File: src/rtl/coeff_loader.sv
// Writer side of the coefficient RAM: assembles 16-bit taps from a framed byte stream.
// Optional trailing XOR checksum byte is enabled with `define COEFF_LOADER_CKSUM_EN.
module coeff_loader #(
    parameter int TAPS        = 4,
    parameter int NUM_FILTERS = 16,
    parameter int ADDR_W      = 11,
    parameter int DATA_W      = 16
) (
    input  logic              clk,
    input  logic              reset,
    input  logic [7:0]        byte_in,
    input  logic              byte_valid,
    output logic              byte_ready,
    output logic              wr_en,
    output logic [ADDR_W-1:0] wr_addr,
    output logic [DATA_W-1:0] wr_data,
    output logic              busy,
    output logic              done,
    output logic              err
);

    localparam int TAP_SH = $clog2(TAPS);
    localparam int TAP_W  = (TAP_SH > 0) ? TAP_SH : 1;

`ifdef COEFF_LOADER_CKSUM_EN
    typedef enum logic [2:0] {S_IDLE, S_HI, S_LO, S_WRITE, S_CKSUM} state_t;
`else
    typedef enum logic [1:0] {S_IDLE, S_HI, S_LO, S_WRITE} state_t;
`endif

    state_t            state_q, state_d;
    logic [TAP_W-1:0]  tap_q;
    logic [3:0]        filter_q;
    logic [7:0]        hi_q;
    logic [ADDR_W-1:0] wr_addr_q;
    logic [DATA_W-1:0] wr_data_q;
    logic              err_q;
    logic              hdr_ok;
    logic              accept_hdr, bad_hdr, ld_hi, ld_lo, tap_inc;
    logic [ADDR_W-1:0] addr_next;
`ifdef COEFF_LOADER_CKSUM_EN
    logic [7:0]        cksum_q;
    logic              done_q;
    logic              ck_ok, ck_bad;
`else
    logic              last_write;
`endif

    assign hdr_ok    = (byte_in[7:4] == 4'hA) && (32'(byte_in[3:0]) < 32'(NUM_FILTERS));
    assign addr_next = (ADDR_W'(filter_q) << TAP_SH) + ADDR_W'(tap_q);

    always_ff @(posedge clk or negedge reset) begin
        if (!reset) state_q <= S_IDLE;
        else        state_q <= state_d;
    end

    always_comb begin
        state_d    = state_q;
        byte_ready = 1'b1;
        wr_en      = 1'b0;
        accept_hdr = 1'b0;
        bad_hdr    = 1'b0;
        ld_hi      = 1'b0;
        ld_lo      = 1'b0;
        tap_inc    = 1'b0;
`ifdef COEFF_LOADER_CKSUM_EN
        ck_ok      = 1'b0;
        ck_bad     = 1'b0;
`else
        last_write = 1'b0;
`endif
        case (state_q)
            S_IDLE: begin
                if (byte_valid) begin
                    if (hdr_ok) begin
                        accept_hdr = 1'b1;
                        state_d    = S_HI;
                    end else begin
                        bad_hdr = 1'b1;
                    end
                end
            end
            S_HI: begin
                if (byte_valid) begin
                    ld_hi   = 1'b1;
                    state_d = S_LO;
                end
            end
            S_LO: begin
                if (byte_valid) begin
                    ld_lo   = 1'b1;
                    state_d = S_WRITE;
                end
            end
            S_WRITE: begin
                byte_ready = 1'b0;
                wr_en      = 1'b1;
                if (tap_q == TAP_W'(TAPS - 1)) begin
`ifdef COEFF_LOADER_CKSUM_EN
                    state_d = S_CKSUM;
`else
                    last_write = 1'b1;
                    state_d    = S_IDLE;
`endif
                end else begin
                    tap_inc = 1'b1;
                    state_d = S_HI;
                end
            end
`ifdef COEFF_LOADER_CKSUM_EN
            S_CKSUM: begin
                if (byte_valid) begin
                    ck_ok   = (byte_in == cksum_q);
                    ck_bad  = (byte_in != cksum_q);
                    state_d = S_IDLE;
                end
            end
`endif
            default: state_d = S_IDLE;
        endcase
    end

    // Datapath: header latch, byte assembly and the registered write beat.
    always_ff @(posedge clk or negedge reset) begin
        if (!reset) begin
            tap_q     <= '0;
            filter_q  <= '0;
            hi_q      <= '0;
            wr_addr_q <= '0;
            wr_data_q <= '0;
            err_q     <= 1'b0;
        end else begin
            if (accept_hdr) begin
                filter_q <= byte_in[3:0];
                tap_q    <= '0;
                err_q    <= 1'b0;
            end
            if (bad_hdr) err_q <= 1'b1;
            if (ld_hi)   hi_q  <= byte_in;
            if (ld_lo) begin
                wr_data_q <= DATA_W'({hi_q, byte_in});
                wr_addr_q <= addr_next;
            end
            if (tap_inc) tap_q <= tap_q + 1'b1;
`ifdef COEFF_LOADER_CKSUM_EN
            if (ck_bad) err_q <= 1'b1;
`endif
        end
    end

`ifdef COEFF_LOADER_CKSUM_EN
    // Running XOR seeds with the header and folds in every coefficient byte.
    always_ff @(posedge clk or negedge reset) begin
        if (!reset) begin
            cksum_q <= '0;
            done_q  <= 1'b0;
        end else begin
            if (accept_hdr)         cksum_q <= byte_in;
            else if (ld_hi | ld_lo) cksum_q <= cksum_q ^ byte_in;
            done_q <= ck_ok;
        end
    end
    assign done = done_q;
`else
    assign done = last_write;
`endif

    assign wr_addr = wr_addr_q;
    assign wr_data = wr_data_q;
    assign err     = err_q;
    assign busy    = (state_q != S_IDLE);

endmodule

File: config.mk
export PLATFORM = sky130hd
export DESIGN_NAME = coeff_loader
export DESIGN_NICKNAME = d
export VERILOG_FILES = /design/src/rtl/coeff_loader.sv
export SDC_FILE = /design/constraint.sdc
export NUM_CORES = 1
export LEC_CHECK = 0
export BUFFER_PORTS_ARGS = -buffer_cell sky130_fd_sc_hd__clkbuf_2
export CORE_AREA = 4 4 51 88
export DETAILED_ROUTE_END_ITERATION = 7
export DIE_AREA = 0 0 55 92
export PLACE_DENSITY = 0.68
export SLEW_MARGIN = 20
export SYNTH_ARGS = -nofsm -noshare
export SYNTH_HDL_FRONTEND = slang
export SYNTH_SLANG_ARGS = --single-unit
File: constraint.sdc
create_clock -name clk -period 1.8 [get_ports clk]
set_clock_uncertainty 0.1 [all_clocks]
set_input_delay 0.27 -clock clk [delete_from_list [all_inputs] [get_ports clk]]
set_output_delay 0.27 -clock clk [all_outputs]
set_load 0.01 [all_outputs]
Yosys cells after proc, flatten, opt, wreduce, memory -nomap -nowiden. Index checks and enable logic that the tools add are counted.

Bits in registers: 44. Input port bits: 11. Output and inout bits: 32. Word-level logic and storage cells: 48.

$add $sub $neg: 2. Eq/ne operators: 9. Mux-type cells: 25. Reductions and logical operators: 5.

Operators by type and width (count): 1-bit two-way mux (18); 2-bit two-way mux (6); 2-bit inequality test, second input constant (4); 2-bit case mux with 4 select lines (1); 6-bit by 2-bit adder with 7-bit output (1); 2-bit equality test, second input constant (3); 2-bit nonzero test (3); 4-bit equality test, second input constant (1); 4-bit AND reduction (1); 2-bit by 1-bit adder with 2-bit output, second input constant (1); 2-bit by 1-bit equality test with 1-bit output, second input constant (1); 2-bit logical NOT (1).

Longest topological paths before layout. Gate-level depths: netlist of the first run.

Depth after elaboration: 6. Depth in mapped cells: 5. Gate-level depth less buffers: 5.

Worst setup path after synthesis of the first run. OpenSTA, ideal clock, no wires.

Kind: register to register. Start point: register state_q[0]. End point: register state_q[1]. Library setup time: 125 ps. Data arrival time: 1349 ps. Required time: 1575 ps. Path slack: 227 ps. Cell stages (with the launch flop): 6. Path buffers: 0. Clock period less this slack: 1573 ps. Cells stage by stage: dfrtp_1 > inv_1 > ha_1 > inv_1 > o22ai_1 > mux2_2.

Cells in the longest elaborated chain, start to end: 3. Elaborated cells on any way between the ends: 10. Classes of those cells: 7 x eq/ne; 1 x mux; 2 x reduce/logical.

RTL lines: start, declared (RTL line 31) `state_t state_q, state_d;`; start signal, assigned (RTL line 54) `else state_q <= state_d;`; 2-bit by 1-bit equality test with 1-bit output (tied with other cells) (RTL line 72) `case (state_q)`; 2-bit inequality test (no line); 4-bit AND reduction (no line).

Parallel ways exist; a longest one is shown, timed or not. A chain may end at the register's enable or synchronous reset.

Final worst setup path of the first run. Ends and elaborated chain as after synthesis.

==> out/metrics.yaml, run 1 <==
drt:
  drc: 0
  dr_vias_cell: 4.90
  finalWirelength_um: 3090
  dr.first_iter.drc_count: 19
  route.antenna.remaining_nets: 0
  drt-wirelength-per-cell_um: 15.0
  vias: 1009
  firstDrtPassIters: 3
power:
  power_density_of_the_placed_cells_nw_per_um2: 1780
  power_leakage_nw: 0.986
  peakVddDrop_uv: 1010
  total_power_mw: 3.54
floorplanning:
  floorplan.die.height_um: 92
  die_extent_in_x_um: 55
  initial_core_util_pct: 43.9
  number_of_cell_rows: 30
  top_level_ports: 43
  design.die.area_sq_um: 5060
  floorplan.core_area_sq_um: 3790
timing:
  final.hold.worst_slack_ns: 0.150
  max_clock_freq_ghz: 0.581
  layout_worst_path_cycle_share_pct: 95.6
  setup_viol: 0
  final.min_clock_period_ns: 1.72
  grt_setup_unrepaired: "no"
  finalMaxSlewViolations: 0
  tns_setup_ns: 0
  hold_violations: 0
critical_path:
  reg2reg_setup_slack_ns: 0.08
  path_common_cell: "sky130_fd_sc_hd__inv_1"
  cp-endpoint: "state_q[1]$_DFFE_PN0P_"
  worst_path_dominant_cell_family: "flip-flops"
  crit_fanout: 5
  endpoint_kind: "flip-flop"
  crit_path_start: "state_q[0]$_DFFE_PN0P_"
  r2r_start: "state_q[0]$_DFFE_PN0P_"
  critical_path.slowest_cell: "sky130_fd_sc_hd__dfrtp_1"
  worst-path-stages: 5
  critPathLaunchType: "flip-flop"
  criticalPathCategory: "flip-flop to flip-flop"
  timing.critical_path.required_ns: 1.88
  reg2reg_to: "state_q[1]$_DFFE_PN0P_"
  cp_num_buf_inv: 2
  ff2ff_path_depth: 5
  timing.critical_path.cells: "inv_1 > ha_2 > inv_1 > o22ai_1 > mux2_2"
  cp.arrival_ns: 1.80
  critical-path-max-stage-delay_ns: 0.41
cts:
  cts.clk_slew.worst_paths_ns: 0.07
  cts_root_buf: "sky130_fd_sc_hd__clkbuf_8"
  tritoncts: "built"
  htreeDepth: 2
  numClockSinks: 39
  clock_latency_ns: 0.28
  clock_tree.buffer_depth: 2
  cts_inserted_buffers: 5
logic_synthesis:
  multiplexer_share_of_the_synthesized_area_pct: 24.6
  synth-simple-area-share_pct: 5.33
  seq_area_frac_synth_pct: 58.6
  mappedNetlistArea_sq_um: 1670
  post-synth-top-area-fraction_pct: 58.6
  synthAdderAreaFrac_pct: 4.51
  synthTopCellsByArea: "sky130_fd_sc_hd__dfrtp_1 59%, sky130_fd_sc_hd__mux2_2 21%, sky130_fd_sc_hd__ha_1 4.5%"
  synth.distinct_cells: 24
  netlist_instances: 114
  synthXorXnorAreaFrac_pct: 0
  main_combinational_cell_family_by_area_after_synthesis: "multiplexers"
  synth_top_area_cell: "sky130_fd_sc_hd__dfrtp_1"
  synth-compound-area-share_pct: 2.33
  yosys_warnings: 0
  synth_seq_cells: 39
  syn_avg_cell_area_sq_um: 14.6
layout:
  filler_cell_count: 351
  final_net_count: 174
  post_route_cells_drive_above_1_share_pct: 53.2
  layout.core_utilization_pct: 52.6
  multiInputGateArea_sq_um: 638
  synthToLayoutAreaGrowth_pct: 19.7
  antenna_cells_inserted: 0
  layout.area.seq_sq_um: 976
placed_design:
  dpl.hpwl_um: 2270
  numPortBuffers: 37
  final_gp_congestion: 0.736
min_path:
  hold_path.class: "primary input to flip-flop"
global_routing:
  grt-ovfl-total: 0
  groute.usage.overall_pct: 14.1
  first_global_vias: 1127
  grt_max_degree: 40
  grt_antenna_before_repair: 0
  grt_first_pass_wirelength_um: 5180
run:
  drv.max_cap_violation_count: 0
run_status:
  outcome: "finished, final reports clean"
cell families after synthesis:
family,count (synthesis)
adders and majority gates,6
other,1
and+or+nand+nor,15
buffers and inverters,12
AOI/OAI and AO/OA,6
muxes,35
DFF,39
cell usage in the layout (no fill, tap or decap):
cell type,netlist,layout
sky130_fd_sc_hd__ha_2,0,1
sky130_fd_sc_hd__clkbuf_1,0,2
sky130_fd_sc_hd__ha_1,6,5
sky130_fd_sc_hd__inv_1,4,4
sky130_fd_sc_hd__o22ai_1,1,1
sky130_fd_sc_hd__buf_4,5,1
sky130_fd_sc_hd__a2bb2oi_1,1,1
sky130_fd_sc_hd__clkbuf_2,0,37
sky130_fd_sc_hd__nor2_1,1,1
sky130_fd_sc_hd__and3_4,1,1
sky130_fd_sc_hd__mux2_4,4,4
sky130_fd_sc_hd__dlygate4sd3_1,0,1
sky130_fd_sc_hd__or2_2,1,1
sky130_fd_sc_hd__buf_12,0,1
sky130_fd_sc_hd__mux2_2,31,31
sky130_fd_sc_hd__clkbuf_8,0,5
sky130_fd_sc_hd__nand2_1,5,5
sky130_fd_sc_hd__and4bb_1,1,1
sky130_fd_sc_hd__o221ai_1,1,1
sky130_fd_sc_hd__o21ai_0,2,2
sky130_fd_sc_hd__dfrtp_1,39,39
sky130_fd_sc_hd__or3_1,1,1
sky130_fd_sc_hd__nor2b_1,1,1
sky130_fd_sc_hd__and2_1,1,1
sky130_fd_sc_hd__clkinv_2,0,1
sky130_fd_sc_hd__nand2b_1,2,2
sky130_fd_sc_hd__conb_1,1,5
sky130_fd_sc_hd__nor3_2,0,1
sky130_fd_sc_hd__a21oi_1,1,1
worst register-to-register path: cells and delay by family (launching register included):
family                   cells  cell delay (ns)
adder cells (fa/ha/maj)      1             0.25
AO/OA/AOI/OAI                1             0.24
flip-flops                   1             0.41
multiplexers                 1             0.36
buffers and inverters        2             0.25
flip-flops by register name (all words and copies together) (netlist names):
signal    flops
err           1
filter_q      4
hi_q          8
state_q       2
tap_q         2
wr_addr       6
wr_data      16
synthesized netlist by cell type:
cell and n:
sky130_fd_sc_hd__dfrtp_1 39, sky130_fd_sc_hd__mux2_2 31, sky130_fd_sc_hd__ha_1 6, sky130_fd_sc_hd__buf_4 5, sky130_fd_sc_hd__nand2_1 5, sky130_fd_sc_hd__inv_1 4, sky130_fd_sc_hd__mux2_4 4, sky130_fd_sc_hd__buf_2 2
sky130_fd_sc_hd__nand2b_1 2, sky130_fd_sc_hd__o21ai_0 2, sky130_fd_sc_hd__a21oi_1 1, sky130_fd_sc_hd__a2bb2oi_1 1, sky130_fd_sc_hd__and2_1 1, sky130_fd_sc_hd__and3_4 1, sky130_fd_sc_hd__and4bb_1 1, sky130_fd_sc_hd__buf_6 1
sky130_fd_sc_hd__conb_1 1, sky130_fd_sc_hd__nor2_1 1, sky130_fd_sc_hd__nor2b_1 1, sky130_fd_sc_hd__nor3_1 1, sky130_fd_sc_hd__o221ai_1 1, sky130_fd_sc_hd__o22ai_1 1, sky130_fd_sc_hd__or2_2 1, sky130_fd_sc_hd__or3_1 1
final cells by class:
| type | instances | area share, % |
|---|---|---|
| flip-flops and latches | 39 | 49.0 |
| multi-input cells | 67 | 32.0 |
| repair buffers | 40 | 11.2 |
| clock buffers | 7 | 3.83 |
| well taps | 48 | 3.01 |
| inverters | 4 | 0.753 |
| clock inverters | 1 | 0.251 |
worst min-delay path by stage:
stage	from	endpoint	slack, ns	cells past startpoint
after floorplan	reset	err$_DFFE_PN0P_	-0.13	0
after global placement	reset	err$_DFFE_PN0P_	0.24	2
after detailed placement	reset	err$_DFFE_PN0P_	0.25	2
after CTS	byte_in[5]	wr_data[5]$_DFFE_PN0P_	0.15	2
after global routing	byte_in[5]	hi_q[5]$_DFFE_PN0P_	0.15	2
final	byte_in[2]	filter_q[2]$_DFFE_PN0P_	0.15	2
report_power, final:
| part | total, mW | internal, mW | switching, mW |
|---|---|---|---|
| clock network | 0.560 | 0.272 | 0.288 |
| logic | 1.43 | 0.781 | 0.654 |
| registers | 1.55 | 1.31 | 0.238 |
| total | 3.54 | 2.37 | 1.18 |
repair_timing:
action,in CTS,in global routing
hold endpoints to repair,39,0
resized for setup,0,2
setup endpoints to repair,0,1
hold buffers,1,0
setup buffers,0,0
layer usage:
layer | GRT usage, % | up-vias | wire [um]
met4 | 6.69 | 0 | 68
met5 | 0 | - | 0
met3 | 3.58 | 5 | 146
li1 | - | 461 | -
met1 | 15.8 | 518 | 1190
met2 | 23.7 | 25 | 1680
per-stage QoR:
stage | instances | instance area, sq um | worst slack, ns
2_1_floorplan | 118 | 1680 | 0.227
5_1_grt | 206 | 1990 | 0.00568
3_5_place_dp | 197 | 1890 | 0.0859
6_report | 206 | 1990 | 0.0789
3_3_place_gp | 197 | 1890 | 0.188
4_1_cts | 206 | 1990 | 0.0762
Power figures use the tool's default switching activity.
==> run 2, diff against run 1 <==
--- a/config.mk
+++ b/config.mk
@@ -10,6 +10,7 @@
 export DETAILED_ROUTE_END_ITERATION = 7
 export DIE_AREA = 0 0 55 92
 export PLACE_DENSITY = 0.68
+export SETUP_SLACK_MARGIN = 0.2
 export SLEW_MARGIN = 20
 export SYNTH_ARGS = -nofsm -noshare
 export SYNTH_HDL_FRONTEND = slang
==> constraint.sdc (replaced) <==
create_clock -name clk -period 1.8 [get_ports clk]
set_clock_uncertainty 0.1 [all_clocks]
set_input_delay 0.36 -clock clk [delete_from_list [all_inputs] [get_ports clk]]
set_output_delay 0.36 -clock clk [all_outputs]
set_load 0.01 [all_outputs]
==> run 2 against run 1 <==
Die area unchanged. Combinational power increased by 22%. Clock-buffer cell count unchanged. First-iteration DRC count decreased by 68%. Design area increased by 8.5%. Non-clock buffer count increased by 8. Core utilization increased by 4.5 points. Critical endpoint is now done. Largest cell class unchanged. Highest routed layer unchanged.
==> out/metrics.yaml, run 2 (synthesis gave the netlist of run 1 again) <==
drt:
  vias: 1032  # +2.3%
  drt-wirelength-per-cell_um: 15.3  # +2.0%
  dr.first_iter.drc_count: 6  # -13
  finalWirelength_um: 3270  # +5.9%
  drc: 0  # unchanged
  firstDrtPassIters: 3  # unchanged
  route.antenna.remaining_nets: 0  # unchanged
  dr_vias_cell: 4.82  # -1.5%
critical_path:
  cp.arrival_ns: 1.16  # -0.64 ns
  timing.critical_path.required_ns: 1.34  # -0.54 ns
  crit_fanout: 5  # unchanged
  criticalPathCategory: "flip-flop to output pin"
  critPathLaunchType: "flip-flop"
  endpoint_kind: "output pin"
power:
  peakVddDrop_uv: 998  # -0.93%
  power_density_of_the_placed_cells_nw_per_um2: 1780  # +0.36%
  power_leakage_nw: 1.05  # +6.7%
placed_design:
  place.detailed.instances: 199  # +1.0%
  dpl.hpwl_um: 2300  # +1.4%
  numPortBuffers: 37  # unchanged
  final_gp_congestion: 0.695  # -5.6%
global_routing:
  grt_antenna_before_repair: 0  # unchanged
  first_global_vias: 1076  # -4.5%
  groute.usage.overall_pct: 14.0  # -0.13 points
  grt_max_degree: 18  # -55%
  grt-ovfl-total: 0  # unchanged
  grt_first_pass_wirelength_um: 5130  # -1.1%
layout:
  layout.core_utilization_pct: 57.1  # +4.5 points
  final_common_cell: "sky130_fd_sc_hd__dfrtp_1"
  antenna_cells_inserted: 0  # unchanged
  synthToLayoutAreaGrowth_pct: 29.9
  final_net_count: 182  # +4.6%
  filler_cell_count: 341  # -2.8%
  layout.cells.non_filler: 214  # +3.9%
  post_route_cells_drive_above_1_share_pct: 63.3  # +10 points
  layout_common_cells: "38 x sky130_fd_sc_hd__dfrtp_1, 36 x sky130_fd_sc_hd__clkbuf_2, 31 x sky130_fd_sc_hd__mux2_2"
  largest_reg_flops: 16  # unchanged
cts:
  htreeDepth: 2  # unchanged
  cts_inserted_buffers: 5  # unchanged
  clock_tree.buffer_depth: 2  # unchanged
  cts_root_buf: "sky130_fd_sc_hd__clkbuf_8"
  cts.clk_slew.worst_paths_ns: 0.07  # about the same
  numClockSinks: 39  # unchanged
  tritoncts: "built"
  clock_latency_ns: 0.28  # about the same
floorplanning:
  top_level_ports: 43  # unchanged
  design.die.area_sq_um: 5060  # unchanged
  initial_core_util_pct: 43.9  # unchanged
  die_extent_in_x_um: 55  # unchanged
  number_of_cell_rows: 30  # unchanged
  floorplan.die.height_um: 92  # unchanged
  floorplan.core_area_sq_um: 3790  # unchanged
timing:
  hold_violations: 0  # unchanged
  layout_worst_path_cycle_share_pct: 90.2  # -5.4 points
  tns_setup_ns: 0  # unchanged
  final.min_clock_period_ns: 1.62  # -0.0969 ns
  finalMaxSlewViolations: 0  # unchanged
  max_clock_freq_ghz: 0.616  # +6.0%
  setup_viol: 0  # unchanged
  grt_setup_unrepaired: "yes"
  final.hold.worst_slack_ns: 0.238  # +0.0885 ns
run:
  drv.max_cap_violation_count: 0  # unchanged
min_path:
  hold_path.class: "primary input to flip-flop"
run_status:
  outcome: "finished, final reports clean"
[run 2: cell count changes in the layout (fill, tap and decap cells not counted), moves of 3 or more]
cell,change
sky130_fd_sc_hd__buf_4,+4
sky130_fd_sc_hd__buf_6,+3
sky130_fd_sc_hd__ha_1,-4
sky130_fd_sc_hd__inv_1,-3
[run 2: per-stage QoR]
stage               setup slack, ns  area (sq um)  total power [mW]
floorplan                     0.227          1680              2.46
global placement              0.164          1910              2.92
detailed placement            0.130          1910              3.01
CTS                           0.151          2040              3.66
global route                  0.117          2160              4.14
finish                        0.176          2160              3.86
[run 2: path summary, 6_finish.rpt]
kind	cells past startpoint	endpoint	start	slack (ns)
max	3	done	state_q[0]$_DFFE_PN0P_	0.18
min	2	filter_q[3]$_DFFE_PN0P_	byte_in[3]	0.24
max reg2reg	5	wr_addr[2]$_DFFE_PN0P_	state_q[1]$_DFFE_PN0P_	0.20
min reg2reg	1	hi_q[5]$_DFFE_PN0P_	hi_q[5]$_DFFE_PN0P_	0.40
max in group asynchronous	3	wr_addr[2]$_DFFE_PN0P_	reset	0.73
min in group asynchronous	2	wr_addr[4]$_DFFE_PN0P_	reset	0.38
[run 2: critical path, cell delays in order (launching register included)]
cell,delay [ns]
sky130_fd_sc_hd__dfrtp_1,0.44
sky130_fd_sc_hd__ha_4,0.19
sky130_fd_sc_hd__and2_1,0.13
sky130_fd_sc_hd__clkbuf_2,0.12
[run 2: area by class of cell]
type,instances,area [sq um],share of cell area (%)
Timing Repair Buffer,48,332,15.3
Multi-Input combinational cell,67,696,32.2
Tap cell,48,60.1,2.78
Inverter,4,17.5,0.810
Sequential cell,39,977,45.2
Clock inverter,1,5.00,0.231
Clock buffer,7,76.3,3.53
[run 2: power by group]
part / switching, mW / internal, mW / total [mW]
clock network: 0.282 / 0.272 / 0.554
logic: 0.748 / 0.995 / 1.74
registers: 0.250 / 1.32 / 1.57
total: 1.28 / 2.58 / 3.86
[run 2: timing repair]
action,4_1_cts,5_1_grt
pin swaps,1,3
setup endpoints to repair,16,33
cloned,0,2
resized for setup,6,17
setup buffers,3,1
endpoints found under the hold margin,7,0
hold buffers,1,0
[run 2: metal layers]
| metal | wire length [um] | vias to the layer above | GRT usage [%] |
|---|---|---|---|
| met2 | 1830 | 25 | 22.6 |
| met4 | 61 | 0 | 5.48 |
| li1 | - | 490 | - |
| met5 | 0 | - | 0 |
| met1 | 1220 | 511 | 17.0 |
| met3 | 158 | 6 | 3.90 |
